<file path="src/rtl/counter.sv">
// rtl/counter.sv - free-running up-counter with async active-low clear
// COUNTER_JK_STRUCT_EN selects the JK-stage structural build; default is behavioural.
module counter #(
    parameter int WIDTH = 4
) (
    output logic [WIDTH-1:0] q,
    input  logic             clk,
    input  logic             reset
);

`ifdef COUNTER_JK_STRUCT_EN
    // carry[i] is the AND of all bits below stage i; stage 0 always toggles
    logic [WIDTH-1:0] carry;

    assign carry[0] = 1'b1;

    genvar g;
    generate
        for (g = 1; g < WIDTH; g++) begin : g_carry
            and u_and (carry[g], carry[g-1], q[g-1]);
        end

        for (g = 0; g < WIDTH; g++) begin : g_stage
            logic j;
            logic k;
            logic stage_q;

            assign j = carry[g];
            assign k = carry[g];

            always_ff @(posedge clk or negedge reset) begin
                if (!reset) begin
                    stage_q <= 1'b0;
                end else begin
                    case ({j, k})
                        2'b11:   stage_q <= ~stage_q;
                        2'b10:   stage_q <= 1'b1;
                        2'b01:   stage_q <= 1'b0;
                        default: stage_q <= stage_q;
                    endcase
                end
            end

            assign q[g] = stage_q;
        end
    endgenerate
`else
    logic [WIDTH-1:0] count;

    always_ff @(posedge clk or negedge reset) begin
        if (!reset) begin
            count <= '0;
        end else begin
            count <= count + WIDTH'(1);
        end
    end

    assign q = count;
`endif

endmodule

</file>
<file path="config.mk">
export PLATFORM = sky130hd
export DESIGN_NAME = counter
export DESIGN_NICKNAME = d
export VERILOG_FILES = /design/src/rtl/counter.sv
export SDC_FILE = /design/constraint.sdc
export NUM_CORES = 1
export LEC_CHECK = 0
export CORE_AREA = 2 2 39 41
export DETAILED_ROUTE_END_ITERATION = 8
export DIE_AREA = 0 0 41 43
export GPL_ROUTABILITY_DRIVEN = 0
export PLACE_DENSITY = 0.3
export SYNTH_ARGS = -nofsm -noshare
export SYNTH_HDL_FRONTEND = slang
export SYNTH_SLANG_ARGS = --single-unit
</file>
<file path="constraint.sdc">
create_clock -name clk -period 2.1 [get_ports clk]
set_input_delay 0.42 -clock clk [delete_from_list [all_inputs] [get_ports clk]]
set_output_delay 0.42 -clock clk [all_outputs]
set_load 0.01 [all_outputs]
</file>
Word level (Yosys, flattened, before mapping)
Cells that the tools add are included.
Widths: inputs -> output; s select.
{"block": "op_classes", "n_lt_le_gt_ge": 0, "addsub": 1, "n_bitwise": 0, "mux": 0, "shift": 0, "n_mul": 0, "div_mod_pow": 0, "n_reduce_logical": 0, "eq_ne": 0}
{"operator": "$add 4x1->4 const B", "count": 1}
{"block": "totals", "rom_bits": 0, "in_bits": 2, "mem_count": 0, "latchBits": 0, "regBits": 4, "ramBits": 0, "output_inout_bits": 4, "elab_cells": 2}

Depth between registers and ports, before layout
{"block": "logic_depth", "word_depth": 1, "mapped_depth": 2, "ltp_nobuf": 2}

Worst setup path before layout
No wires, ideal clock.
{"block": "synth_path", "kind": "reg-to-reg", "from": "register count[0] (netlist: q[0])", "to": "register count[2] (netlist: q[2])", "n_path_buf": 0, "path_slack_ps": 1212, "setup_ps": 126, "t_required_ps": 1974, "path_stages_with_launch": 3, "arrival_ps": 761, "period_less_slack_ps": 888, "cell_sequence": "dfrtp_1 -> ha_1 -> xor2_1"}
{"block": "synth_via", "elab_chain_cells": 1}
{"element": "from (decl)", "line": "48", "rtl": "logic [WIDTH-1:0] count;"}
{"element": "from (signal assigned)", "line": "54", "rtl": "count <= count + WIDTH'(1);"}
{"element": "$add 4x1->4", "line": "54"}
No other way between the ends.

Worst setup path in the final report
{"block": "layout_path", "from": "register count[0] (netlist: q[0])", "to": "output port q[0]"}
{"element": "to (decl)", "line": "6", "rtl": "output logic [WIDTH-1:0] q,"}
No word-level cell between the ends.

==> flow_summary_export.csv <==
group,metric,value,unit
outcome,status,"finished, final reports clean",
power,design_power_total,173.3,µW
logic_synthesis,synth_sequential_area_ratio,72.07,%
power,power_switching,30.35,µW
power,power-per-cell-area,748.6,nW/µm²
logic_synthesis,synth_warnings,0,
drt,drt_iter0_markers,4,
drt,remaining_drc_errors,0,
global_route,number_of_antenna_violations_at_the_first_check_in_global_routing,0,
critical_path,path_max_fanout,4,
sta,hold_violations,0,
clocking,post_cts_buffers,0,
critical_path,setup.worst_path.start_class,"flip-flop",
power,pwr-share-seq,44.8,%
clocking,clkTransAtPathRegs,40,ps
logic_synthesis,synth_largest_type_area_fraction,72.07,%
die,die_h,43,µm
critical_path,required,1680,ps
clocking,clock_insertion_delay_worst_skew,230,ps
clocking,h-tree-depth,1,
drt,detail_route.first_pass.iterations,2,
global_route,grt_pass1_wl,427,µm
power,vdd_drop_max,371.4,µV
flow_run,max_cap_viol_count,0,
critical_path,critical_path.top_delay_family,"buffers and inverters",
global_route,groute.usage.overall,4.642,%
logic_synthesis,synth_top_area_cell,"sky130_fd_sc_hd__dfrtp_1",
critical_path,critPathArrivalTime,1170,ps
die,die_area,1763,µm²
power,pleak,0.1133,nW
die,rows,14,
sta,timing.max_slew.rel_slack,87.41,%
logic_synthesis,netlist_instances,9,
finish,antenna_cells_inserted,0,
die,core_area,1384,µm²
clocking,cts.path.max_buffers,2,
finish,finalNonFillerCells,33,
sta,period_minus_slack,1588,ps
global_route,number_of_global_route_vias_before_repair,106,
power,pwr-share-comb,1.8,%
worst_hold_path,holdCritPathClass,"primary input to asynchronous set/reset pin",
sta,setup_violations,0,
finish,final_design_area_no_fill,231.5,µm²
drt,antenna_violating_nets_post_route,0,
sta,rsz0062_at_grt,"false",
placement,hpwlAfterDp,168.2,µm
critical_path,cp_slowest_stage_delay,560,ps
clocking,postCtsHoldBufs,0,
critical_path,critical_path.cell_chain,"clkdlybuf4s50_1",
global_route,pin_count_of_the_biggest_net_entering_global_routing,5,
power,clock_power_share,53.5,%
drt,num_vias,96,
placement,detailed_place.area,209.0,µm²
clocking,cts_root_buf,"sky130_fd_sc_hd__clkbuf_4",
logic_synthesis,synth.ff_latch_count,4,
sta,holdWs,392.0,ps
power,power.switching_fraction,17.51,%
sta,slew_violations,0,
logic_synthesis,synthesis.area_per_instance,15.43,µm²
finish,drive_gt1_share,17.65,%
placement,placed_cells,30,
sta,max_freq,629.5,MHz
logic_synthesis,syn_area,138.9,µm²
clocking,cts_tree,"yes",
clocking,number_of_clock_sinks,4,
finish,nNetsFinal,22,
critical_path,criticalPathCategory,"flip-flop to output pin",
clocking,post_cts.resized_instances,0,
finish,largest_reg_flops,4,
power,internal_power,142.9,µW
die,io-pin-count,6,
drt,routed_via_density,2.909,
critical_path,critPathBufInv,1,
finish,flow.area_growth_from_synthesis,66.67,%
die,die_boundary_width,41,µm
drt,drt-wirelength-per-cell,7.061,µm
critical_path,cp-end-kind,"output pin",
sta,max_slew.worst_pin.slew,188.3,ps
clocking,cts_made_buffers,3,
die,initial_core_util,10.04,%
placement,portBuffers,5,
sta,sum_neg_setup_slack,0,ps
global_route,grt_remaining_overflow,0,
logic_synthesis,synth_fp_nets,12,
logic_synthesis,top_cells_by_area_in_the_synthesized_netlist,"sky130_fd_sc_hd__dfrtp_1, sky130_fd_sc_hd__ha_1, sky130_fd_sc_hd__xnor2_1",
logic_synthesis,yosys.cell_types.count,6,
critical_path,critical-path-slowest-cell,"sky130_fd_sc_hd__clkdlybuf4s50_1",
drt,postRouteWirelength,233,µm
sta,period_share,75.64,%
sta,final.setup_skew,1.869,ps
==> cell usage after synthesis (all sizes together) <==
| library cell | instances |
|---|---|
| dfrtp | 4 |
| ha | 1 |
| inv | 1 |
| nand3 | 1 |
| xnor2 | 1 |
| xor2 | 1 |
==> cells by family (layout without fill, tap and decap cells) <==
| family | Yosys count | after routing | share of synthesized area (%) |
|---|---|---|---|
| xor+xnor | 2 | 2 | 12.61 |
| fa+ha+maj | 1 | 1 | 9.008 |
| buf+inv | 1 | 9 | 2.700 |
| flops | 4 | 4 | 72.07 |
| simple gates | 1 | 1 | 3.600 |
==> power groups by stage <==
stage,sequential [mW],combinational (mW),clock [mW]
after detailed placement,0.0785,0.00322,0
after global routing,0.0774,0.00359,0.107
after global placement,0.0785,0.00307,0
final,0.0776,0.00308,0.0927
after floorplan,0.0785,0.0000000291,0
after CTS,0.0775,0.00327,0.0976
==> final timing paths <==
path / cells after the start / slack (ps) / end / startpoint
min in group clk: 1 / 460 / q[3] / q[3]
worst max register to register: 2 / 1230 / q[2] / q[0]
worst min register to register: 1 / 460 / q[3] / q[3]
worst max-delay path: 1 / 510 / q[0] / q[0]
max in group asynchronous: 1 / 1540 / q[1] / reset
worst min-delay path: 1 / 390 / q[2] / reset
==> final cells by class <==
| class | count | area [µm²] |
|---|---|---|
| Fill cell | 145 | 1152 |
| Sequential cell | 4 | 100.1 |
| Timing Repair Buffer | 5 | 50.05 |
| Multi-Input combinational cell | 4 | 35.03 |
| Clock buffer | 3 | 22.52 |
| Tap cell | 16 | 20.02 |
| Inverter | 1 | 3.754 |
==> metrics by stage <==
step / setup slack, ps / utilization [%]
6_report: 511.5 / 16.73
5_1_grt: 478.3 / 16.73
4_1_cts: 501.2 / 16.73
3_5_place_dp: 761.1 / 15.10
3_3_place_gp: 764.1 / 15.10
2_1_floorplan: 1212 / -
==> layer usage <==
metal | vias to the layer above | GRT usage [%] | wire [µm]
met5 | - | 0 | 0
met4 | 0 | 2.000 | 0
met3 | 0 | 7.853 | 45
met2 | 8 | 3.750 | 57
met1 | 44 | 5.229 | 130
li1 | 44 | - | -
==> cells in the final DEF (no fill, tap or decap) <==
cell type,synthesis,final
sky130_fd_sc_hd__nand3_1,1,1
sky130_fd_sc_hd__ha_1,1,1
sky130_fd_sc_hd__inv_1,1,1
sky130_fd_sc_hd__clkbuf_4,0,3
sky130_fd_sc_hd__xor2_1,1,1
sky130_fd_sc_hd__dfrtp_1,4,4
sky130_fd_sc_hd__clkdlybuf4s50_1,0,5
sky130_fd_sc_hd__xnor2_1,1,1
Power figures use the tool's default switching activity.
